## src/rtl/matrix_result_writeback.sv

```systemverilog
// Result-row writeback: captures ALU result rows on Done and writes each one as 4 consecutive memory words.
// Latency: Done at cycle t with the writer idle puts word 0 on MemWrite at t+1. Peak rate is 1 word/cycle.
// Backpressure: MemReady low holds the current word. Up to FIFO_DEPTH rows (in-flight row included) are held; further rows are dropped and flagged.

// Small generic synchronous FIFO; push and pop may happen in the same cycle.
module mrw_row_fifo #(
  parameter int WIDTH = 8,
  parameter int DEPTH = 2,
  localparam int PTR_W = (DEPTH > 1) ? $clog2(DEPTH) : 1,
  localparam int CNT_W = PTR_W + 1
) (
  input  logic             clk_i,
  input  logic             rst_ni,
  input  logic             push_i,
  input  logic [WIDTH-1:0] push_dat_i,
  input  logic             pop_i,
  output logic [WIDTH-1:0] pop_dat_o,
  output logic             empty_o,
  output logic [CNT_W-1:0] cnt_o
);

  logic [WIDTH-1:0] mem_q [DEPTH];
  logic [PTR_W-1:0] wr_ptr_q;
  logic [PTR_W-1:0] rd_ptr_q;
  logic [CNT_W-1:0] cnt_q;

  // Storage write, pointer advance and occupancy tracking
  always_ff @(posedge clk_i) begin
    if (!rst_ni) begin
      wr_ptr_q <= '0;
      rd_ptr_q <= '0;
      cnt_q    <= '0;
    end else begin
      if (push_i) begin
        mem_q[wr_ptr_q] <= push_dat_i;
        wr_ptr_q        <= wr_ptr_q + 1'b1;
      end
      if (pop_i) begin
        rd_ptr_q <= rd_ptr_q + 1'b1;
      end
      case ({push_i, pop_i})
        2'b10:   cnt_q <= cnt_q + 1'b1;
        2'b01:   cnt_q <= cnt_q - 1'b1;
        default: cnt_q <= cnt_q;
      endcase
    end
  end

  assign pop_dat_o = mem_q[rd_ptr_q];
  assign empty_o   = (cnt_q == '0);
  assign cnt_o     = cnt_q;

endmodule

module matrix_result_writeback #(
  parameter int DATA_WIDTH = 32,
  parameter int ADDR_WIDTH = 16,
  parameter int ROWS       = 4,
  parameter int FIFO_DEPTH = 2
) (
  input  logic                  Clock,
  input  logic                  ClearAll_n,
  input  logic                  Start,
  input  logic [ADDR_WIDTH-1:0] BaseAddr,
  input  logic                  Done,
  input  logic                  Error,
  input  logic [DATA_WIDTH-1:0] NewColumn1,
  input  logic [DATA_WIDTH-1:0] NewColumn2,
  input  logic [DATA_WIDTH-1:0] NewColumn3,
  input  logic [DATA_WIDTH-1:0] NewColumn4,
  output logic                  MemWrite,
  output logic [ADDR_WIDTH-1:0] MemAddr,
  output logic [DATA_WIDTH-1:0] MemData,
  input  logic                  MemReady,
  output logic                  Busy,
  output logic [2:0]            RowsWritten,
  output logic                  MatrixDone,
  output logic                  ErrorSeen,
  output logic                  Overflow
);

  localparam int PTR_W = (FIFO_DEPTH > 1) ? $clog2(FIFO_DEPTH) : 1;
  localparam int CNT_W = PTR_W + 1;
  localparam int CAP_W = $clog2(ROWS + 1);

  // Element [0] is NewColumn1, written first.
  typedef logic [3:0][DATA_WIDTH-1:0] row_t;
  typedef enum logic {S_IDLE, S_WRITE} state_t;

  state_t                state_q;
  logic                  armed_q;
  logic [CAP_W-1:0]      cap_q;
  logic [1:0]            word_q;
  row_t                  row_q;
  logic [ADDR_WIDTH-1:0] addr_q;
  logic [DATA_WIDTH-1:0] data_q;
  logic                  wr_q;
  logic [2:0]            rows_q;
  logic                  mdone_q;
  logic                  err_q;
  logic                  ovf_q;

  row_t             in_row;
  row_t             fifo_head;
  logic             fifo_empty;
  logic [CNT_W-1:0] fifo_cnt;
  logic [CNT_W-1:0] occ;
  logic             arm;
  logic             accept;
  logic             last_word;
  logic             row_done;
  logic             room;
  logic             capture_try;
  logic             push_ok;
  logic             drop;
  logic             load;
  logic             fifo_push;
  logic             fifo_pop;
  row_t             load_row;

  // Error rows are stored already zeroed so the address map is kept but no bad data reaches memory.
  assign in_row = Error ? row_t'('0) : {NewColumn4, NewColumn3, NewColumn2, NewColumn1};

  assign arm       = Start && !Busy;
  assign accept    = wr_q && MemReady;
  assign last_word = (word_q == 2'd3);
  assign row_done  = accept && last_word;

  // The row being written still occupies a buffer slot until its last word is accepted.
  assign occ  = fifo_cnt + {{(CNT_W-1){1'b0}}, wr_q};
  assign room = (occ < CNT_W'(FIFO_DEPTH)) || row_done;

  assign capture_try = Done && armed_q && (cap_q < CAP_W'(ROWS));
  assign push_ok     = capture_try && room;
  assign drop        = capture_try && !room;

  // Writer picks up a new row when idle or finishing one; an empty FIFO is bypassed for t+1 latency.
  assign load      = (!wr_q || row_done) && (!fifo_empty || push_ok);
  assign fifo_pop  = load && !fifo_empty;
  assign fifo_push = push_ok && !(load && fifo_empty);
  assign load_row  = fifo_empty ? in_row : fifo_head;

  mrw_row_fifo #(
    .WIDTH (4 * DATA_WIDTH),
    .DEPTH (FIFO_DEPTH)
  ) u_row_fifo (
    .clk_i      (Clock),
    .rst_ni     (ClearAll_n),
    .push_i     (fifo_push),
    .push_dat_i (in_row),
    .pop_i      (fifo_pop),
    .pop_dat_o  (fifo_head),
    .empty_o    (fifo_empty),
    .cnt_o      (fifo_cnt)
  );

  // Arm/capture bookkeeping and the write FSM with registered memory-port outputs
  always_ff @(posedge Clock) begin
    if (!ClearAll_n) begin
      state_q <= S_IDLE;
      armed_q <= 1'b0;
      cap_q   <= '0;
      word_q  <= 2'd0;
      row_q   <= '0;
      addr_q  <= '0;
      data_q  <= '0;
      wr_q    <= 1'b0;
      rows_q  <= 3'd0;
      mdone_q <= 1'b0;
      err_q   <= 1'b0;
      ovf_q   <= 1'b0;
    end else begin
      mdone_q <= 1'b0;

      if (arm) begin
        armed_q <= 1'b1;
        cap_q   <= '0;
        rows_q  <= 3'd0;
        err_q   <= 1'b0;
        ovf_q   <= 1'b0;
        addr_q  <= BaseAddr;
      end

      if (push_ok) begin
        cap_q <= cap_q + 1'b1;
        if (Error) begin
          err_q <= 1'b1;
        end
      end

      if (drop) begin
        ovf_q <= 1'b1;
      end

      case (state_q)
        S_IDLE: begin
          if (load) begin
            state_q <= S_WRITE;
            wr_q    <= 1'b1;
            word_q  <= 2'd0;
            row_q   <= load_row;
            data_q  <= load_row[0];
          end
        end
        S_WRITE: begin
          if (accept) begin
            // Rows are contiguous, so the address simply advances by one per accepted word.
            addr_q <= addr_q + 1'b1;
            if (!last_word) begin
              word_q <= word_q + 2'd1;
              data_q <= row_q[word_q + 2'd1];
            end else begin
              rows_q <= rows_q + 3'd1;
              if (rows_q == 3'(ROWS - 1)) begin
                mdone_q <= 1'b1;
                armed_q <= 1'b0;
              end
              if (load) begin
                word_q <= 2'd0;
                row_q  <= load_row;
                data_q <= load_row[0];
              end else begin
                state_q <= S_IDLE;
                wr_q    <= 1'b0;
              end
            end
          end
        end
        default: begin
          state_q <= S_IDLE;
          wr_q    <= 1'b0;
        end
      endcase
    end
  end

  assign MemWrite    = wr_q;
  assign MemAddr     = addr_q;
  assign MemData     = data_q;
  assign Busy        = armed_q || wr_q || !fifo_empty;
  assign RowsWritten = rows_q;
  assign MatrixDone  = mdone_q;
  assign ErrorSeen   = err_q;
  assign Overflow    = ovf_q;

endmodule

```

## config.mk

```make
export PLATFORM = sky130hd
export DESIGN_NAME = matrix_result_writeback
export DESIGN_NICKNAME = d
export VERILOG_FILES = /design/src/rtl/matrix_result_writeback.sv
export SDC_FILE = /design/constraint.sdc
export NUM_CORES = 1
export LEC_CHECK = 0
export ABC_AREA = 0
export CORE_MARGIN = 8
export CORE_UTILIZATION = 30
export DETAILED_ROUTE_END_ITERATION = 8
export GPL_TIMING_DRIVEN = 0
export PLACE_DENSITY = 0.46
export SLEW_MARGIN = 20
export SYNTH_ARGS = -nofsm -noshare
export SYNTH_HDL_FRONTEND = slang
export SYNTH_SLANG_ARGS = --single-unit
```

## constraint.sdc

```tcl
create_clock -name Clock -period 4.45 [get_ports Clock]
set_input_delay 0.445 -clock Clock [delete_from_list [all_inputs] [get_ports Clock]]
set_output_delay 0.445 -clock Clock [all_outputs]
set_load 0.05 [all_outputs]
```

==> metrics.txt, run 1 <==
# TYPE chip_impl_metric gauge
chip_impl_info{name="outcome",value="complete, no violations"} 1
chip_impl_metric{name="cellLeakagePower",unit="nW"} 7.86
chip_impl_metric{name="synth-adder-area-share",unit="%"} 0.392
chip_impl_metric{name="dr_total_vias",unit=""} 14000
chip_impl_metric{name="die-height",unit="µm"} 269
chip_impl_metric{name="clock_transition_at_the_registers_of_the_reported_paths",unit="ns"} 0.06
chip_impl_metric{name="p_per_area",unit="mW/mm²"} 570
chip_impl_info{name="tritoncts",value="yes"} 1
chip_impl_metric{name="grt_first_pass_wirelength",unit="µm"} 93000
chip_impl_metric{name="cts-buffers-inserted",unit=""} 50
chip_impl_metric{name="fillCellCount",unit=""} 6217
chip_impl_metric{name="postSynthAreaPerCell",unit="µm²"} 11.3
chip_impl_metric{name="hold_buffers",unit=""} 0
chip_impl_info{name="netlist_top_cells_area",value="sky130_fd_sc_hd__edfxtp_1, sky130_fd_sc_hd__dfxtp_1, sky130_fd_sc_hd__mux2i_1"} 1
chip_impl_metric{name="count_of_antenna_violating_nets_left_after_detailed_routing",unit=""} 0
chip_impl_metric{name="worstPathMaxFanout",unit=""} 10
chip_impl_info{name="grt_setup_unrepaired",value="no"} 1
chip_impl_metric{name="synth_mux_area_share",unit="%"} 10.5
chip_impl_metric{name="fin_crit_period",unit="ns"} 3.29
chip_impl_metric{name="sequential_cell_area_fraction_in_the_yosys_report",unit="%"} 60.5
chip_impl_metric{name="numPlacedInstances",unit=""} 2751
chip_impl_metric{name="timing.final.hold_violations",unit=""} 0
chip_impl_metric{name="ir_worst_vdd",unit="µV"} 288
chip_impl_metric{name="viasPerCell",unit=""} 4.93
chip_impl_metric{name="final_max_slew_viol_count",unit=""} 0
chip_impl_metric{name="timing.clock.skew",unit="ns"} 0.0186
chip_impl_metric{name="finish.cell_count_without_fillers",unit=""} 2847
chip_impl_metric{name="clk_latency",unit="ns"} 0.60
chip_impl_metric{name="syn2layout_area_growth",unit="%"} 25.9
chip_impl_metric{name="post-cts-setup-buffers",unit=""} 0
chip_impl_metric{name="worst_slew_pin_slew",unit="ns"} 1.09
chip_impl_metric{name="routedWlPerCell",unit="µm"} 22.2
chip_impl_info{name="synth_ff_type",value="sky130_fd_sc_hd__edfxtp_1"} 1
chip_impl_metric{name="ys.warnings.count",unit=""} 0
chip_impl_metric{name="first_global_vias",unit=""} 14200
chip_impl_metric{name="core_area",unit="mm²"} 0.0631
chip_impl_metric{name="layout-drive-gt1-share",unit="%"} 9.30
chip_impl_info{name="top_library_cells_by_usage_in_the_layout_fill_and_taps_aside",value="sky130_fd_sc_hd__edfxtp_1, sky130_fd_sc_hd__nor2_1, sky130_fd_sc_hd__clkdlybuf4s50_1"} 1
chip_impl_metric{name="grt_antenna_before_repair",unit=""} 1
chip_impl_metric{name="max_cap_viol_count",unit=""} 0
chip_impl_metric{name="cts-root-to-sink-buffers",unit=""} 3
chip_impl_metric{name="fin_crit_sh",unit="%"} 73.9
chip_impl_metric{name="syn-num-nets",unit=""} 1850
chip_impl_metric{name="grt_start_max_net_pins",unit=""} 41
chip_impl_metric{name="cts_sinks",unit=""} 451
chip_impl_info{name="layout.cells.most_common",value="sky130_fd_sc_hd__edfxtp_1"} 1
chip_impl_info{name="synth_top_family_by_area",value="simple AND/OR/NAND/NOR gates"} 1
chip_impl_metric{name="post_synthesis_cell_area",unit="mm²"} 0.0192
chip_impl_metric{name="drt_drc_violations_left",unit=""} 0
chip_impl_metric{name="synth_enable_flop_cells",unit=""} 256
chip_impl_metric{name="fmaxAchievable",unit="MHz"} 304
chip_impl_metric{name="die_area",unit="mm²"} 0.0722
chip_impl_info{name="path_class",value="register to output port"} 1
chip_impl_metric{name="pin_count",unit=""} 206
chip_impl_metric{name="ctsHtreeMaxLevel",unit=""} 2
chip_impl_metric{name="synth-xor-area-share",unit="%"} 0.137
chip_impl_metric{name="slew-limit-headroom",unit="%"} 27.2
chip_impl_metric{name="design.final.nets",unit=""} 2113
chip_impl_metric{name="start_util",unit="%"} 30.4
chip_impl_metric{name="critPathRequiredTime",unit="ns"} 4.01
chip_impl_metric{name="track_usage",unit="%"} 17.2
chip_impl_info{name="netlist.top_cell.by_area",value="sky130_fd_sc_hd__edfxtp_1"} 1
chip_impl_metric{name="number_of_search_and_repair_iterations_in_the_first_detailed_routing_pass",unit=""} 4
chip_impl_metric{name="wp_data_arrival",unit="ns"} 2.84
chip_impl_metric{name="preCtsSetupSlack",unit="ns"} 0.995
chip_impl_metric{name="port-buffer-count",unit=""} 203
chip_impl_metric{name="yosys.cell_types.count",unit=""} 47
chip_impl_metric{name="postSynth.asyncResetShare",unit="%"} 0
chip_impl_metric{name="detailedRoute.firstIterationViolations",unit=""} 1071
chip_impl_metric{name="post-dp-hpwl",unit="µm"} 47500
chip_impl_metric{name="setup_viol",unit=""} 0
chip_impl_info{name="setup.worst_path.start_class",value="register"} 1
chip_impl_metric{name="synth_top_cell_area_share",unit="%"} 40.1
chip_impl_metric{name="die_width",unit="µm"} 269
chip_impl_metric{name="grt_remaining_overflow",unit=""} 0
chip_impl_metric{name="std_cell_rows",unit=""} 92
chip_impl_metric{name="ys_seq_elements",unit=""} 451
chip_impl_info{name="cts.root.buffer_cell",value="sky130_fd_sc_hd__clkbuf_16"} 1
chip_impl_info{name="hold_class",value="input pin to register"} 1
chip_impl_metric{name="cts-resized-gates",unit=""} 0
chip_impl_metric{name="globalplace.congestion",unit=""} 0.823
chip_impl_metric{name="routed_wirelength",unit="µm"} 63300
chip_impl_metric{name="layout_setup_ws",unit="ns"} 1.16
chip_impl_metric{name="synth_cells",unit=""} 1694
chip_impl_info{name="timing.critical_path.to_type",value="output port"} 1
chip_impl_metric{name="area_share_of_and_or_nand_nor_cells_after_synthesis",unit="%"} 13.1
chip_impl_metric{name="synth_compound_area_share",unit="%"} 11.9
power breakdown:
| group | total, mW | internal, mW | switching (mW) |
|---|---|---|---|
| Sequential | 5.29 | 4.87 | 0.415 |
| Combinational | 4.31 | 1.56 | 2.75 |
| Clock | 4.15 | 2.44 | 1.71 |
logic make-up after synthesis:
group | count (synthesis)
simple gates | 550
flops | 451
compound gates | 385
mux | 161
buf+inv | 138
fa+ha+maj | 6
xor+xnor | 3
cell type report:
type / instances / area [µm²] / share of cell area (%)
Antenna cell: 2 / 5.00 / 0.0208
Buffer: 133 / 637 / 2.64
Clock buffer: 78 / 1540 / 6.40
Clock inverter: 16 / 124 / 0.514
Inverter: 5 / 22.5 / 0.0934
Multi-Input combinational cell: 1105 / 6910 / 28.7
Sequential cell: 451 / 11600 / 48.1
Tap cell: 846 / 1060 / 4.39
Timing Repair Buffer: 211 / 2210 / 9.19
cells in the mapped netlist (3+ instances only):
| cell type | count |
|---|---|
| sky130_fd_sc_hd__nand3_1 | 23 |
| sky130_fd_sc_hd__buf_1 | 6 |
| sky130_fd_sc_hd__nand2b_1 | 3 |
| sky130_fd_sc_hd__dfxtp_1 | 195 |
| sky130_fd_sc_hd__nor2b_1 | 128 |
| sky130_fd_sc_hd__nor3_1 | 6 |
| sky130_fd_sc_hd__mux2i_1 | 128 |
| sky130_fd_sc_hd__clkbuf_1 | 70 |
| sky130_fd_sc_hd__a211oi_1 | 98 |
| sky130_fd_sc_hd__o21ai_0 | 71 |
| sky130_fd_sc_hd__ha_1 | 6 |
| sky130_fd_sc_hd__o21ai_1 | 9 |
| sky130_fd_sc_hd__buf_6 | 4 |
| sky130_fd_sc_hd__buf_2 | 37 |
| sky130_fd_sc_hd__a21oi_1 | 154 |
| sky130_fd_sc_hd__and3_1 | 4 |
| sky130_fd_sc_hd__or3_1 | 3 |
| sky130_fd_sc_hd__nand4_1 | 8 |
| sky130_fd_sc_hd__nand2_1 | 116 |
| sky130_fd_sc_hd__buf_4 | 16 |
| sky130_fd_sc_hd__a31oi_1 | 4 |
| sky130_fd_sc_hd__nor2_1 | 248 |
| sky130_fd_sc_hd__a2bb2oi_1 | 4 |
| sky130_fd_sc_hd__mux4_2 | 32 |
| sky130_fd_sc_hd__o22ai_1 | 36 |
| sky130_fd_sc_hd__edfxtp_1 | 256 |
| sky130_fd_sc_hd__inv_1 | 5 |
layer usage:
layer / track usage, % / vias to the layer above / wire length [µm]
met5: 0 / - / 0
met4: 4.74 / 0 / 1500
met3: 2.97 / 75 / 2870
met2: 29.0 / 370 / 31000
met1: 22.5 / 6922 / 27900
li1: - / 6677 / -
sequential cells by signal (all words and copies together), names as in the netlist, 2 cells and up, named ones only:
register and flops:
cap_q 3, u_row_fifo.mem_q 256, row_q 128, MemAddr 16, word_q 2, u_row_fifo.cnt_o 2, MemData 32, RowsWritten 3
final timing paths:
| kind | start | end | slack (ns) | cells after the start |
|---|---|---|---|---|
| worst max-delay path | u_row_fifo.cnt_o[0]$_SDFFE_PN0P_ | Busy | 1.16 | 5 |
| worst min-delay path | Error | ErrorSeen$_SDFF_PN0_ | 0.37 | 3 |
| worst max register to register | word_q[0]$_SDFFE_PN0P_ | u_row_fifo.mem_q[0][44]$_DFFE_PP_ | 1.28 | 8 |
| worst min register to register | row_q[22]$_SDFFE_PN0P_ | row_q[22]$_SDFFE_PN0P_ | 0.45 | 2 |
per-stage QoR:
stage | total power [mW] | area, µm² | util (%) | setup TNS (ns) | hold slack, ns
after floorplan | 8.07 | 19200 | - | 0 | 0.432
after global placement | 9.66 | 22200 | 35.3 | -269.60 | 0.443
after detailed placement | 9.70 | 22400 | 35.6 | 0 | 0.448
after CTS | 13.9 | 24100 | 38.2 | 0 | 0.345
after global routing | 14.4 | 24100 | 38.2 | 0 | 0.390
final | 13.8 | 24100 | 38.2 | 0 | 0.370
critical path, stage by stage (launching register included):
cell and delay, ns:
sky130_fd_sc_hd__dfxtp_1 0.29, sky130_fd_sc_hd__buf_4 0.15, sky130_fd_sc_hd__nor2_1 0.48, sky130_fd_sc_hd__clkbuf_1 0.45, sky130_fd_sc_hd__nand2_1 0.14, sky130_fd_sc_hd__clkdlybuf4s50_1 0.74
Note: power is estimated with default switching activity, not from simulation.
==> inputs of run 2 (changes only) <==
==> constraint.sdc (replaced) <==
create_clock -name Clock -period 2.83 [get_ports Clock]
set_input_delay 0.283 -clock Clock [delete_from_list [all_inputs] [get_ports Clock]]
set_output_delay 0.283 -clock Clock [all_outputs]
set_load 0.05 [all_outputs]
==> run 2 against run 1 <==
Wire length rose by 0.92%. Total power rose by 57%. Sequential cell count did not move. Final area rose by 0.26%. Critical path depth rose by 2. Critical endpoint is now row_q[64]$_SDFFE_PN0P_.
==> metrics.txt, run 2 (synthesis results as in run 1) <==
# TYPE chip_impl_metric gauge
chip_impl_metric{name="setup_viol",unit=""} 0
chip_impl_metric{name="cts-root-to-sink-buffers",unit=""} 3
chip_impl_metric{name="core_area",unit="mm²"} 0.0631
chip_impl_info{name="grt_setup_unrepaired",value="no"} 1
chip_impl_info{name="hold_class",value="input pin to register"} 1
chip_impl_metric{name="port-buffer-count",unit=""} 203
chip_impl_metric{name="layout-drive-gt1-share",unit="%"} 9.57
chip_impl_metric{name="clock_transition_at_the_registers_of_the_reported_paths",unit="ns"} 0.06
chip_impl_metric{name="wp_data_arrival",unit="ns"} 3.17
chip_impl_metric{name="globalplace.congestion",unit=""} 0.806
chip_impl_metric{name="fin_tns_setup",unit="ns"} 0
chip_impl_metric{name="fin_crit_sh",unit="%"} 96.0
chip_impl_metric{name="detailedRoute.firstIterationViolations",unit=""} 948
chip_impl_metric{name="hold-path-cell-count",unit=""} 3
chip_impl_metric{name="ctsHtreeMaxLevel",unit=""} 2
chip_impl_info{name="cts.root.buffer_cell",value="sky130_fd_sc_hd__clkbuf_16"} 1
chip_impl_info{name="setup.worst_path.start_class",value="register"} 1
chip_impl_metric{name="track_usage",unit="%"} 17.3
chip_impl_info{name="tritoncts",value="yes"} 1
chip_impl_metric{name="timing.critical_path.buf_inv",unit=""} 3
chip_impl_info{name="hold_end",value="u_row_fifo.wr_ptr_q$_SDFFE_PN0P_"} 1
chip_impl_metric{name="die_area",unit="mm²"} 0.0722
chip_impl_info{name="outcome",value="complete, no violations"} 1
chip_impl_metric{name="fmaxAchievable",unit="MHz"} 368
chip_impl_info{name="slowest_stage",value="sky130_fd_sc_hd__clkbuf_1"} 1
chip_impl_metric{name="preCtsSetupSlack",unit="ns"} -0.388
chip_impl_metric{name="first_global_vias",unit=""} 14400
chip_impl_metric{name="length_in_cells_of_the_worst_reg_to_reg_path",unit=""} 7
chip_impl_info{name="critical_path.most_common_cell",value="sky130_fd_sc_hd__clkbuf_1"} 1
chip_impl_metric{name="grt_antenna_before_repair",unit=""} 0
chip_impl_metric{name="cts_sinks",unit=""} 451
chip_impl_metric{name="timing.clock.skew",unit="ns"} 0.0214
chip_impl_metric{name="die-height",unit="µm"} 269
chip_impl_metric{name="fin_crit_period",unit="ns"} 2.72
chip_impl_metric{name="timing.critical_path.slowest_cell_delay",unit="ns"} 0.71
chip_impl_metric{name="viasPerCell",unit=""} 4.92
chip_impl_metric{name="slew-limit-headroom",unit="%"} 25.0
chip_impl_metric{name="p_per_area",unit="mW/mm²"} 893
chip_impl_metric{name="ff2ff_setup_slack",unit="ns"} 0.11
chip_impl_info{name="r2r_end",value="row_q[64]$_SDFFE_PN0P_"} 1
chip_impl_metric{name="multi_input_gate_area_in_the_final_layout",unit="mm²"} 0.00696
chip_impl_metric{name="cellLeakagePower",unit="nW"} 7.87
chip_impl_info{name="max_flop_register",value="u_row_fifo.mem_q"} 1
chip_impl_metric{name="routed_wirelength",unit="µm"} 63800
chip_impl_metric{name="number_of_search_and_repair_iterations_in_the_first_detailed_routing_pass",unit=""} 5
chip_impl_metric{name="grt_first_pass_wirelength",unit="µm"} 93500
chip_impl_metric{name="timing.final.hold_violations",unit=""} 0
chip_impl_info{name="timing.critical_path.to_type",value="register"} 1
chip_impl_metric{name="cts-buffers-inserted",unit=""} 51
chip_impl_metric{name="syn2layout_area_growth",unit="%"} 26.2
chip_impl_metric{name="critPathRequiredTime",unit="ns"} 3.28
chip_impl_metric{name="design.final.nets",unit=""} 2120
chip_impl_metric{name="pin_count",unit=""} 206
chip_impl_info{name="path_class",value="register to register"} 1
chip_impl_info{name="reg2reg_from",value="u_row_fifo.cnt_o[1]$_SDFFE_PN0P_"} 1
chip_impl_metric{name="die_width",unit="µm"} 269
chip_impl_metric{name="routedWlPerCell",unit="µm"} 22.4
chip_impl_metric{name="grt_start_max_net_pins",unit=""} 41
chip_impl_metric{name="fillCellCount",unit=""} 6301
chip_impl_metric{name="worstPathMaxFanout",unit=""} 10
chip_impl_metric{name="hold_buffers",unit=""} 0
chip_impl_info{name="layout.cells.most_common",value="sky130_fd_sc_hd__edfxtp_1"} 1
chip_impl_metric{name="max_cap_viol_count",unit=""} 0
chip_impl_metric{name="count_of_antenna_violating_nets_left_after_detailed_routing",unit=""} 0
chip_impl_metric{name="flip_flop_count_of_the_largest_register_all_copies_and_words_added",unit=""} 256
chip_impl_metric{name="post-dp-hpwl",unit="µm"} 47800
chip_impl_metric{name="fin_worst_hold_slack",unit="ns"} 0.169
chip_impl_info{name="hold_startpoint",value="ClearAll_n"} 1
chip_impl_info{name="top_library_cells_by_usage_in_the_layout_fill_and_taps_aside",value="sky130_fd_sc_hd__edfxtp_1, sky130_fd_sc_hd__nor2_1, sky130_fd_sc_hd__clkdlybuf4s50_1"} 1
chip_impl_metric{name="grt_remaining_overflow",unit=""} 0
chip_impl_info{name="crit_family",value="buffers and inverters"} 1
chip_impl_metric{name="dr_total_vias",unit=""} 14000
chip_impl_metric{name="std_cell_rows",unit=""} 92
chip_impl_metric{name="start_util",unit="%"} 30.4
chip_impl_metric{name="worst_slew_pin_slew",unit="ns"} 1.12
chip_impl_metric{name="clk_latency",unit="ns"} 0.60
chip_impl_metric{name="layout_setup_ws",unit="ns"} 0.112
chip_impl_metric{name="final_max_slew_viol_count",unit=""} 0
chip_impl_metric{name="drt_drc_violations_left",unit=""} 0
chip_impl_info{name="critical_path_cell_list",value="or2_1 > buf_2 > clkbuf_1 > clkbuf_1 > a211oi_1 > a21oi_1 > nor2_1"} 1
chip_impl_metric{name="area.sequential",unit="mm²"} 0.0116
chip_impl_metric{name="antenna-diode-count",unit=""} 0
chip_impl_metric{name="ir_worst_vdd",unit="µV"} 482
==> run 2: report_power, final <==
group,switching [mW],total [mW],internal (mW)
clock network,2.67,6.47,3.80
logic,4.33,6.79,2.47
registers,0.659,8.32,7.66
==> run 2: repair_timing <==
action | 4_1_cts | 5_1_grt
gates resized for setup | 6 | 2
endpoints found under the setup margin | 140 | 86
pin swaps | 1 | 0
endpoints found under the hold margin | 0 | 0
gates cloned | 1 | 1
setup buffers | 2 | 2
==> run 2: how the worst max path moves through the flow <==
stage / to / from / cells after the start
detailed placement: u_row_fifo.mem_q[1][40]$_DFFE_PP_ / MemReady / 8
global route: MemData[15]$_SDFFE_PN0P_ / register / 6
global placement: u_row_fifo.mem_q[0][41]$_DFFE_PP_ / MemReady / 6
floorplan: u_row_fifo.mem_q[0][0]$_DFFE_PP_ / MemWrite$_SDFFE_PN0P_ / 6
finish: row_q[64]$_SDFFE_PN0P_ / u_row_fifo.cnt_o[1]$_SDFFE_PN0P_ / 7
CTS: MemData[15]$_SDFFE_PN0P_ / register / 6
==> run 2: cell type report <==
class | count | area share (%)
flip-flops and latches | 451 | 48.0
clock inverters | 10 | 0.368
plain buffers | 133 | 2.66
well taps | 846 | 4.38
clock buffers | 86 | 6.41
inverters | 5 | 0.0932
repair buffers | 216 | 9.32
multi-input cells | 1106 | 28.8
==> run 2: routing by layer <==
| layer | GRT usage [%] | part of all wire (%) |
|---|---|---|
| met5 | 0 | 0 |
| met4 | 4.49 | 2.2 |
| met2 | 29.4 | 49 |
| met1 | 22.8 | 44 |
| met3 | 2.81 | 4.3 |
==> run 2: through the flow <==
stage               cell area (µm²)  utilization, %  cells  power, mW
floorplan                     19200               -   1694       12.7
global placement              22300            35.3   2743       15.2
detailed placement            22400            35.6   2751       15.3
CTS                           24100            38.2   2850       21.8
global route                  24200            38.3   2853       22.7
finish                        24200            38.3   2853       21.6
==> run 2: worst reg2reg max path, stage by stage (launching register included) <==
cell and delay (ns):
sky130_fd_sc_hd__dfxtp_1 0.46, sky130_fd_sc_hd__or2_1 0.14, sky130_fd_sc_hd__buf_2 0.20, sky130_fd_sc_hd__clkbuf_1 0.71
sky130_fd_sc_hd__clkbuf_1 0.61, sky130_fd_sc_hd__a211oi_1 0.25, sky130_fd_sc_hd__a21oi_1 0.17, sky130_fd_sc_hd__nor2_1 0.05
==> inputs of run 3 (changes only) <==
--- a/config.mk
+++ b/config.mk
@@ -8,6 +8,7 @@
 export ABC_AREA = 0
 export CORE_MARGIN = 8
 export CORE_UTILIZATION = 30
+export CTS_CLUSTER_DIAMETER = 120
 export DETAILED_ROUTE_END_ITERATION = 8
 export GPL_TIMING_DRIVEN = 0
 export PLACE_DENSITY = 0.46
==> results of run 3 <==
Same layout as run 2: the final DEF is identical, and so are final timing and power.
